==> config.mk <==
export PLATFORM = sky130hd
export DESIGN_NAME = dt_integrator
export DESIGN_NICKNAME = d
export VERILOG_FILES = /design/src/rtl/dt_integrator.sv
export SDC_FILE = /design/constraint.sdc
export NUM_CORES = 1
export LEC_CHECK = 0
export CAP_MARGIN = 5
export CORE_ASPECT_RATIO = 2
export CORE_MARGIN = 8
export CORE_UTILIZATION = 62
export CTS_CLUSTER_DIAMETER = 40
export DETAILED_ROUTE_END_ITERATION = 10
export PLACE_DENSITY = 0.88
export SYNTH_ARGS = -nofsm -noshare
export SYNTH_HDL_FRONTEND = slang
export SYNTH_SLANG_ARGS = --single-unit
==> constraint.sdc <==
create_clock -name clk -period 14.3 [get_ports clk]
set_input_delay 2.86 -clock clk [delete_from_list [all_inputs] [get_ports clk]]
set_output_delay 2.86 -clock clk [all_outputs]
set_load 0.02 [all_outputs]
==> src/rtl/dt_integrator.sv <==
// dt_integrator: rebuilds a Q7.0 temperature trajectory by integrating signed
// Q7.0 rate samples in a Q8.7 accumulator. The step gain is 2^-k_dt. The result
// saturates to [t_min, t_max] and the block reports staleness when samples stop.
// Latency: 1 cycle from an accepted sample to T_out/t_valid/sat_*. No backpressure;
// one sample per cycle is accepted while dt_valid is high in TRACK/STALE.
// Ports: clk/rst (async active-high), init + t_seed (seed load), dt_in/dt_valid
// (rate stream), k_dt (gain shift), t_min/t_max (bounds), timeout (idle limit, 0=off),
// T_out/t_valid (result + strobe), stale (level), sat_hi/sat_lo (last clamp direction).
module dt_integrator #(
  parameter int ACC_W = 16,
  parameter int CNT_W = 8
) (
  input  logic                    clk,
  input  logic                    rst,
  input  logic                    init,
  input  logic signed [7:0]       t_seed,
  input  logic signed [7:0]       dt_in,
  input  logic                    dt_valid,
  input  logic        [2:0]       k_dt,
  input  logic signed [7:0]       t_min,
  input  logic signed [7:0]       t_max,
  input  logic        [CNT_W-1:0] timeout,
  output logic signed [7:0]       T_out,
  output logic                    t_valid,
  output logic                    stale,
  output logic                    sat_hi,
  output logic                    sat_lo
);

  typedef enum logic [1:0] {S_IDLE, S_TRACK, S_STALE} state_t;

  localparam logic signed [ACC_W-1:0] RND = ACC_W'(127);

  state_t                   state_q;
  logic signed [ACC_W-1:0]  acc_q;
  logic signed [7:0]        t_out_q;
  logic                     t_valid_q;
  logic                     stale_q;
  logic                     sat_hi_q;
  logic                     sat_lo_q;
  logic        [CNT_W-1:0]  cnt_q;

  logic signed [7:0]        hi_b;
  logic signed [7:0]        seed_c;
  logic signed [ACC_W-1:0]  seed_acc_d;
  logic signed [ACC_W-1:0]  dt_ext;
  logic signed [ACC_W-1:0]  dt_sh;
  logic signed [ACC_W-1:0]  step;
  logic signed [ACC_W:0]    sum;
  logic signed [ACC_W:0]    hi_w;
  logic signed [ACC_W:0]    lo_w;
  logic signed [ACC_W:0]    clamp_w;
  logic                     sum_hi;
  logic                     sum_lo;
  logic signed [ACC_W-1:0]  acc_d;
  logic signed [7:0]        t_out_d;
  logic        [CNT_W:0]    cnt_p1;
  logic        [CNT_W-1:0]  cnt_d;
  logic                     to_stale;

  // Q8.7 -> Q7.0 with truncation toward zero: negative values are biased by
  // 127 before the arithmetic shift so they round up instead of down.
  function automatic logic signed [7:0] to_q70(input logic signed [ACC_W-1:0] a);
    logic signed [ACC_W-1:0] r;
    r = a[ACC_W-1] ? (a + RND) : a;
    return 8'(r >>> 7);
  endfunction

  always_comb begin
    // Inverted bounds collapse onto t_min.
    hi_b = (t_min > t_max) ? t_min : t_max;

    if (t_seed > hi_b)       seed_c = hi_b;
    else if (t_seed < t_min) seed_c = t_min;
    else                     seed_c = t_seed;
    seed_acc_d = {{(ACC_W-15){seed_c[7]}}, seed_c, 7'd0};

    dt_ext = {{(ACC_W-8){dt_in[7]}}, dt_in};
    dt_sh  = dt_ext <<< 7;
    step   = dt_sh >>> k_dt;

    // One extra bit so the sum cannot wrap before it is clamped.
    sum  = {acc_q[ACC_W-1], acc_q} + {step[ACC_W-1], step};
    hi_w = {{(ACC_W-14){hi_b[7]}}, hi_b, 7'd0};
    lo_w = {{(ACC_W-14){t_min[7]}}, t_min, 7'd0};

    sum_hi = (sum > hi_w);
    sum_lo = (sum < lo_w);
    if (sum_hi)      clamp_w = hi_w;
    else if (sum_lo) clamp_w = lo_w;
    else             clamp_w = sum;
    acc_d   = ACC_W'(clamp_w);
    t_out_d = to_q70(acc_d);

    // Compare against the unsaturated increment so a saturated counter
    // never re-matches the timeout.
    cnt_p1   = {1'b0, cnt_q} + (CNT_W+1)'(1);
    cnt_d    = (&cnt_q) ? cnt_q : cnt_p1[CNT_W-1:0];
    to_stale = (timeout != '0) && (cnt_p1 == {1'b0, timeout});
  end

  always_ff @(posedge clk or posedge rst) begin
    if (rst) begin
      state_q   <= S_IDLE;
      acc_q     <= '0;
      t_out_q   <= '0;
      t_valid_q <= 1'b0;
      stale_q   <= 1'b0;
      sat_hi_q  <= 1'b0;
      sat_lo_q  <= 1'b0;
      cnt_q     <= '0;
    end else begin
      t_valid_q <= 1'b0;
      if (init) begin
        // Seed wins over a coincident sample; that sample is dropped.
        state_q  <= S_TRACK;
        acc_q    <= seed_acc_d;
        t_out_q  <= seed_c;
        stale_q  <= 1'b0;
        sat_hi_q <= 1'b0;
        sat_lo_q <= 1'b0;
        cnt_q    <= '0;
      end else if (state_q != S_IDLE) begin
        if (dt_valid) begin
          state_q   <= S_TRACK;
          acc_q     <= acc_d;
          t_out_q   <= t_out_d;
          t_valid_q <= 1'b1;
          stale_q   <= 1'b0;
          sat_hi_q  <= sum_hi;
          sat_lo_q  <= sum_lo;
          cnt_q     <= '0;
        end else if (state_q == S_TRACK) begin
          cnt_q <= cnt_d;
          if (to_stale) begin
            state_q <= S_STALE;
            stale_q <= 1'b1;
          end
        end
      end
    end
  end

  assign T_out   = t_out_q;
  assign t_valid = t_valid_q;
  assign stale   = stale_q;
  assign sat_hi  = sat_hi_q;
  assign sat_lo  = sat_lo_q;

endmodule

==> metrics, run 1 <==
fill cell total of the finished layout=562; post-CTS setup buffer count=0; vias after detailed routing=4677; Worst-Skew Late Latency=0.28 ns; I/O pin count=59; final critical-path required period=9.11 ns; area added between synthesis and finish=17.4%; max-cap violations=0; Yosys warning total=0; Final Slew Violations=0; maximum number of pins on one net before global-route repair=38; number of cells produced by synthesis=566; via density per instance=6.58; HPWL Detailed=11600 um; count of cell types in the netlist=76; min setup slack post-route=5.19 ns; clock tree from TritonCTS=yes; starting density of the core=63.2%; cell area after technology mapping=4550 um2; type of the tightest min-delay check=reg2reg; leakage power total=2.36 nW; syn_area_per_cell=8.05 um2; fraction of registers with async set or reset after synthesis=100%; Final TNS setup=0 ns; maximum clock frequency=110 MHz; PostCTS Resize Cnt=0; Placeable Area=7210 um2; flip-flop and latch count after synthesis=37; Finish-stage setup viols=0; number of search-and-repair iterations in the first detailed-routing pass=5; gpl congestion=1.03; antenna cell count=0; total congestion overflow=0; clock buffer depth=2; initial drt markers=295; vias in the first global route=4880; worst-case register-to-register setup slack=8.54 ns; worst slack after detailed placement=4.99 ns; register area share after synthesis=20.3%; cell at the root of the clock tree=sky130_fd_sc_hd__clkbuf_16; std cell rows=44; post-route ant nets=0; Max IR drop VDD=0.116 mV; number of enable-type register cells in the synthesized netlist=0; routed length per placed instance=20.0 um; predominant post-synthesis flop cell=sky130_fd_sc_hd__dfrtp_1; final hold violations=0; status=completed; TritonCTS buffer count=5; fraction of layout cells with a size suffix above 1=7.27%; final WL=14300 um; actual slew at the worst max-slew pin=0.939 ns; multi-input gate area in the final layout=3430 um2; final worst clock skew=0.00242 ns; Net Count, Synth=673; antenna violations before repair=0; required time at the endpoint of the critical path=14.49 ns; die outline width=76.6 um; Port Buffer Count=58; DRC viols=0; global-route wire length before repair=23200 um; Worst Setup SP=k_dt[1]; Rel. slew slack=35.6%; data arrival time of the critical path=9.30 ns; share of the clock period used by the worst path=63.7%; Power Dens Cells=197 nW/um2; Die Area=10500 um2; cts-stage hold buffer count=0; H-tree levels=2; clock-pin slew reported for the worst setup and hold paths after clock tree synthesis=0.05 ns; origin of the critical flop-to-flop path=acc_q[0]$_DFFE_PP0P_; setup repair after global routing missed its margin=no; gr usage total=27.4%; kind of launch point of the worst setup path=input pin; final layout net count=725; source of the worst hold timing path=T_out[4]$_DFFE_PP0P_; CTS sink count=37; top fanout value on the critical path=12; area of all sequential standard cells=926 um2; Vert. Die Dim=137 um; CP Class=in2reg; critical path capture point type=flop
metal layers:
metal / wire length (um) / global-route usage, % / vias to the layer above
met5: 0 / 0 / -
met4: 1410 / 26.7 / 0
met2: 7300 / 49.4 / 183
met3: 655 / 4.44 / 76
met1: 4890 / 25.6 / 2193
li1: - / - / 2225
state kept, by name (all words and copies together), names as in the netlist:
| name | cells |
|---|---|
| t_valid | 1 |
| acc_q | 16 |
| cnt_q | 8 |
| sat_lo | 1 |
| T_out | 8 |
| state_q | 2 |
| sat_hi | 1 |
worst max-delay path, cell delays in order:
cell,delay [ns]
sky130_fd_sc_hd__clkdlybuf4s50_1,0.77
sky130_fd_sc_hd__mux2_2,0.41
sky130_fd_sc_hd__nand2_1,0.06
sky130_fd_sc_hd__o21ai_0,0.12
sky130_fd_sc_hd__and2_1,0.19
sky130_fd_sc_hd__ha_1,0.34
sky130_fd_sc_hd__nand2b_1,0.13
sky130_fd_sc_hd__a211oi_2,0.10
sky130_fd_sc_hd__o41ai_1,0.43
sky130_fd_sc_hd__a31oi_1,0.26
sky130_fd_sc_hd__a21oi_1,0.21
sky130_fd_sc_hd__o21ai_0,0.09
sky130_fd_sc_hd__a211oi_1,0.28
sky130_fd_sc_hd__a21o_1,0.15
sky130_fd_sc_hd__ha_1,0.16
sky130_fd_sc_hd__nor3b_1,0.27
sky130_fd_sc_hd__nand3_1,0.10
sky130_fd_sc_hd__o21ai_0,0.66
sky130_fd_sc_hd__a21o_1,0.36
sky130_fd_sc_hd__a21oi_2,0.18
sky130_fd_sc_hd__a221o_2,0.43
sky130_fd_sc_hd__nor4_4,0.37
sky130_fd_sc_hd__a31oi_1,0.16
sky130_fd_sc_hd__o31ai_2,0.21
metrics by stage:
step / hold slack, ns / util, % / std cells / total power, mW / cell area (um2)
floorplan: 0.453 / - / 566 / 0.718 / 4550
global placement: 0.486 / 72.2 / 703 / 0.907 / 5210
detailed placement: 0.491 / 72.2 / 703 / 0.932 / 5210
CTS: 0.504 / 74.1 / 711 / 1.04 / 5350
global route: 0.533 / 74.1 / 711 / 1.14 / 5350
finish: 0.507 / 74.1 / 711 / 1.06 / 5350
power by group:
group          switching [mW]  internal (mW)  total, mW
clock                  0.0407         0.0639      0.105
combinational           0.481          0.302      0.783
sequential             0.0323          0.135      0.168
total                   0.554          0.501       1.06
cell usage after synthesis, drive strengths merged, types with 6 or more instances:
cell type,instances,share of area (%)
ha,59,16
nand2,57,4.7
o21ai,53,5.8
nor2,46,3.8
dfrtp,37,20
inv,36,3.0
a21oi,34,3.9
mux2i,20,4.4
nand3,18,2.0
nor3,15,2.0
o211ai,14,2.4
clkbuf,12,0.99
xnor2,12,2.3
a211oi,9,1.9
a22oi,8,1.3
nor2b,8,1.1
o21a,8,1.3
o31ai,8,1.4
xor2,8,1.5
and3,7,0.96
nand2b,7,0.96
or2,7,0.96
a31oi,6,0.82
mux2,6,1.5
cell type report:
class                      instances  area share [%]
inverter                          37            2.60
clock buffer                       6            2.41
multi-input combinational        477            64.2
sequential                        37            17.3
tap                               92            2.15
timing repair buffer              60            11.1
clock inverter                     2           0.187
cell families after synthesis:
| kind of cell | after synthesis | synth area share [%] |
|---|---|---|
| compound gates | 185 | 29.0 |
| xor+xnor | 20 | 3.85 |
| fa+ha+maj | 60 | 16.6 |
| buf+inv | 52 | 4.31 |
| flops | 37 | 20.3 |
| mux | 26 | 5.88 |
| simple gates | 186 | 20.0 |
layout by cell type (no fill, tap or decap), types with 13 or more instances in the layout:
cell,instances
sky130_fd_sc_hd__nand2_1,57
sky130_fd_sc_hd__o21ai_0,52
sky130_fd_sc_hd__dfrtp_1,37
sky130_fd_sc_hd__nand3_1,18
sky130_fd_sc_hd__nor3_1,13
sky130_fd_sc_hd__a21oi_1,32
sky130_fd_sc_hd__o211ai_1,13
sky130_fd_sc_hd__nor2_1,46
sky130_fd_sc_hd__clkdlybuf4s50_1,58
sky130_fd_sc_hd__ha_1,59
sky130_fd_sc_hd__inv_1,36
sky130_fd_sc_hd__mux2i_1,20
path summary, 6_finish.rpt:
path | end | depth (start not counted)
worst max register to register | T_out[6]$_DFFE_PP0P_ | 21
worst min-delay path | T_out[4]$_DFFE_PP0P_ | 2
min in group asynchronous | acc_q[5]$_DFFE_PP0P_ | 3
max in group asynchronous | t_valid$_DFF_PP0_ | 3
worst min register to register | T_out[4]$_DFFE_PP0P_ | 2
worst max-delay path | T_out[6]$_DFFE_PP0P_ | 24
Note: power is estimated with default switching activity, not from simulation.
==> run 2: changes to the inputs <==
- CORE_UTILIZATION: 62 -> 57
- PLACE_DENSITY: 0.88 -> 0.82
- clock period: 14.3 -> 9.2 ns (I/O delays scaled with it)
==> metrics, run 2 (synthesis results as in run 1) <==
status=completed; placed cell count=706; CTS sink count=37; stage delay of the slowest cell on the critical path=0.77 ns; Die Area=11300 um2; post-route ant nets=0; share of total power in sequential cells=15.7%; sum of met3 wire segment lengths after detailed routing=628 um; Max IR drop VDD=0.298 mV; most frequent standard cell in the layout excluding fill and tap cells=sky130_fd_sc_hd__ha_1; gpl congestion=0.946; antenna violations before repair=0; PostCTS Resize Cnt=0; TritonCTS buffer count=5; I/O pin count=59; Reg with most FFs=acc_q; top routing layer in use=met4; std cell rows=46; top fanout value on the critical path=12; Port Buffer Count=58; clock buffer depth=2; Placeable Area=7830 um2; maximum clock frequency=125 MHz; die outline width=79.2 um; CP Class=in2reg; vias in the first global route=4451; Final Slew Violations=0; post-CTS setup buffer count=0; master of the slowest instance on the critical path=sky130_fd_sc_hd__clkdlybuf4s50_1; switching power=815 uW; type of the tightest min-delay check=reg2reg; cts-stage hold buffer count=0; via density per instance=6.48; final hold violations=0; overall power=1.60 mW; H-tree levels=2; cell at the root of the clock tree=sky130_fd_sc_hd__clkbuf_16; final critical-path required period=7.98 ns; clock-pin slew reported for the worst setup and hold paths after clock tree synthesis=0.05 ns; actual slew at the worst max-slew pin=1.07 ns; final layout net count=724; routed length on met2=6090 um; buffering stage count on the worst path with inverters included=1; critical path capture point type=flop; flip-flop count of the largest register, all copies and words added=16; DRC viols=0; top cell family by delay on the critical path=compound AO/OA/AOI/OAI gates; fill cell total of the finished layout=693; Rel. slew slack=28.6%; Finish-stage setup viols=0; critical-path cell list=clkdlybuf4s50_1, mux2_2, o21ai_0, o22ai_1, ha_1, a211oi_1, o221ai_2, a311oi_1, nor2_1, a311o_1, ha_1, nand4_1, nor4_1, o221ai_2, o32a_1, nor2_1, a221oi_4, nor4_4, and4_1, o31ai_2; leakage power total=2.36 nW; clock network fraction of design power=10.5%; gr usage total=23.2%; maximum number of pins on one net before global-route repair=38; total congestion overflow=0; starting density of the core=58.2%; Area after DPL=5210 um2; Worst-Skew Late Latency=0.28 ns; total internal power=781 uW; initial drt markers=413; routed length per placed instance=17.9 um; detailed-routing wirelength on met1=5340 um; Switching Fraction=51.1%; setup repair after global routing missed its margin=no; global-route wire length before repair=21300 um; Vert. Die Dim=142 um; final WL=12800 um; Power Dens Cells=298 nW/um2; HPWL Detailed=10400 um; share of the clock period used by the worst path=86.8%; antenna cell count=0; max-cap violations=0; vias after detailed routing=4618; commonest non-fill, non-tap cells in the layout=59 x sky130_fd_sc_hd__ha_1, 58 x sky130_fd_sc_hd__clkdlybuf4s50_1, 57 x sky130_fd_sc_hd__nand2_1, 52 x sky130_fd_sc_hd__o21ai_0, 46 x sky130_fd_sc_hd__nor2_1; clock tree from TritonCTS=yes; Final TNS setup=0 ns; fraction of layout cells with a size suffix above 1=7.13%; area added between synthesis and finish=17.5%; number of search-and-repair iterations in the first detailed-routing pass=6; data arrival time of the critical path=8.14 ns; count of non-filler cells in the finished layout=713; combinational fraction of design power=73.7%; final instance area=5350 um2; final worst clock skew=0.00322 ns; required time at the endpoint of the critical path=9.35 ns; kind of launch point of the worst setup path=input pin; worst hold slack=0.502 ns
run 2: cell count changes in the layout (fill, tap and decap cells not counted):
| cell | previous run | this run |
|---|---|---|
| sky130_fd_sc_hd__nor2b_1 | 8 | 7 |
| sky130_fd_sc_hd__clkinv_2 | 2 | 0 |
| sky130_fd_sc_hd__clkbuf_8 | 0 | 1 |
| sky130_fd_sc_hd__nor2b_2 | 0 | 1 |
| sky130_fd_sc_hd__buf_4 | 2 | 1 |
run 2: per-stage QoR:
stage	setup WS [ns]	utilization (%)
2_1_floorplan	2.27	-
3_3_place_gp	1.21	66.5
3_5_place_dp	1.09	66.5
4_1_cts	1.34	68.4
5_1_grt	0.778	68.4
6_report	1.22	68.4
run 2: path summary, 6_finish.rpt:
path	slack, ns	endpoint	startpoint	cells past startpoint
max	1.22	T_out[6]$_DFFE_PP0P_	k_dt[1]	20
min	0.50	sat_hi$_DFFE_PP0P_	sat_hi$_DFFE_PP0P_	2
max reg2reg	3.64	T_out[6]$_DFFE_PP0P_	acc_q[0]$_DFFE_PP0P_	21
min reg2reg	0.50	sat_hi$_DFFE_PP0P_	sat_hi$_DFFE_PP0P_	2
max in group asynchronous	6.89	T_out[0]$_DFFE_PP0P_	rst	3
min in group asynchronous	2.00	T_out[7]$_DFFE_PP0P_	rst	3
run 2: per-layer routing:
layer / GRT usage [%] / vias to the layer above
met4: 13.5 / 0
met1: 28.3 / 2194
met5: 0 / -
met2: 37.4 / 151
met3: 3.10 / 43
li1: - / 2230
run 2: area by class of cell:
cell class | instances | area, um2 | area share (%)
Clock buffer | 7 | 143 | 2.67
Inverter | 37 | 139 | 2.60
Multi-Input combinational cell | 477 | 3430 | 64.2
Sequential cell | 37 | 926 | 17.3
Tap cell | 96 | 120 | 2.25
Timing Repair Buffer | 59 | 588 | 11.0
run 2: power by group through the flow:
| stage | combinational (mW) | clock, mW | sequential [mW] |
|---|---|---|---|
| CTS | 1.16 | 0.169 | 0.250 |
| detailed placement | 1.15 | 0 | 0.252 |
| global route | 1.30 | 0.175 | 0.256 |
| finish | 1.18 | 0.168 | 0.251 |
| global placement | 1.13 | 0 | 0.252 |
| floorplan | 0.853 | 0 | 0.263 |
run 2: worst reg2reg max path, stage by stage, from the launching register on:
cell and delay (ns):
sky130_fd_sc_hd__dfrtp_1 0.36, sky130_fd_sc_hd__ha_1 0.19, sky130_fd_sc_hd__inv_1 0.06, sky130_fd_sc_hd__fa_1 0.39, sky130_fd_sc_hd__nand2b_1 0.20, sky130_fd_sc_hd__a211oi_2 0.30
sky130_fd_sc_hd__o41ai_1 0.14, sky130_fd_sc_hd__a31oi_1 0.36, sky130_fd_sc_hd__a21oi_1 0.12, sky130_fd_sc_hd__o21ai_0 0.16, sky130_fd_sc_hd__a211oi_1 0.09, sky130_fd_sc_hd__a21o_1 0.18
sky130_fd_sc_hd__ha_1 0.31, sky130_fd_sc_hd__nor3b_1 0.26, sky130_fd_sc_hd__nand3_1 0.10, sky130_fd_sc_hd__o21ai_0 0.53, sky130_fd_sc_hd__a21o_1 0.36, sky130_fd_sc_hd__a21oi_2 0.19
sky130_fd_sc_hd__a221o_2 0.44, sky130_fd_sc_hd__nor4_4 0.37, sky130_fd_sc_hd__and4_1 0.26, sky130_fd_sc_hd__o31ai_2 0.07
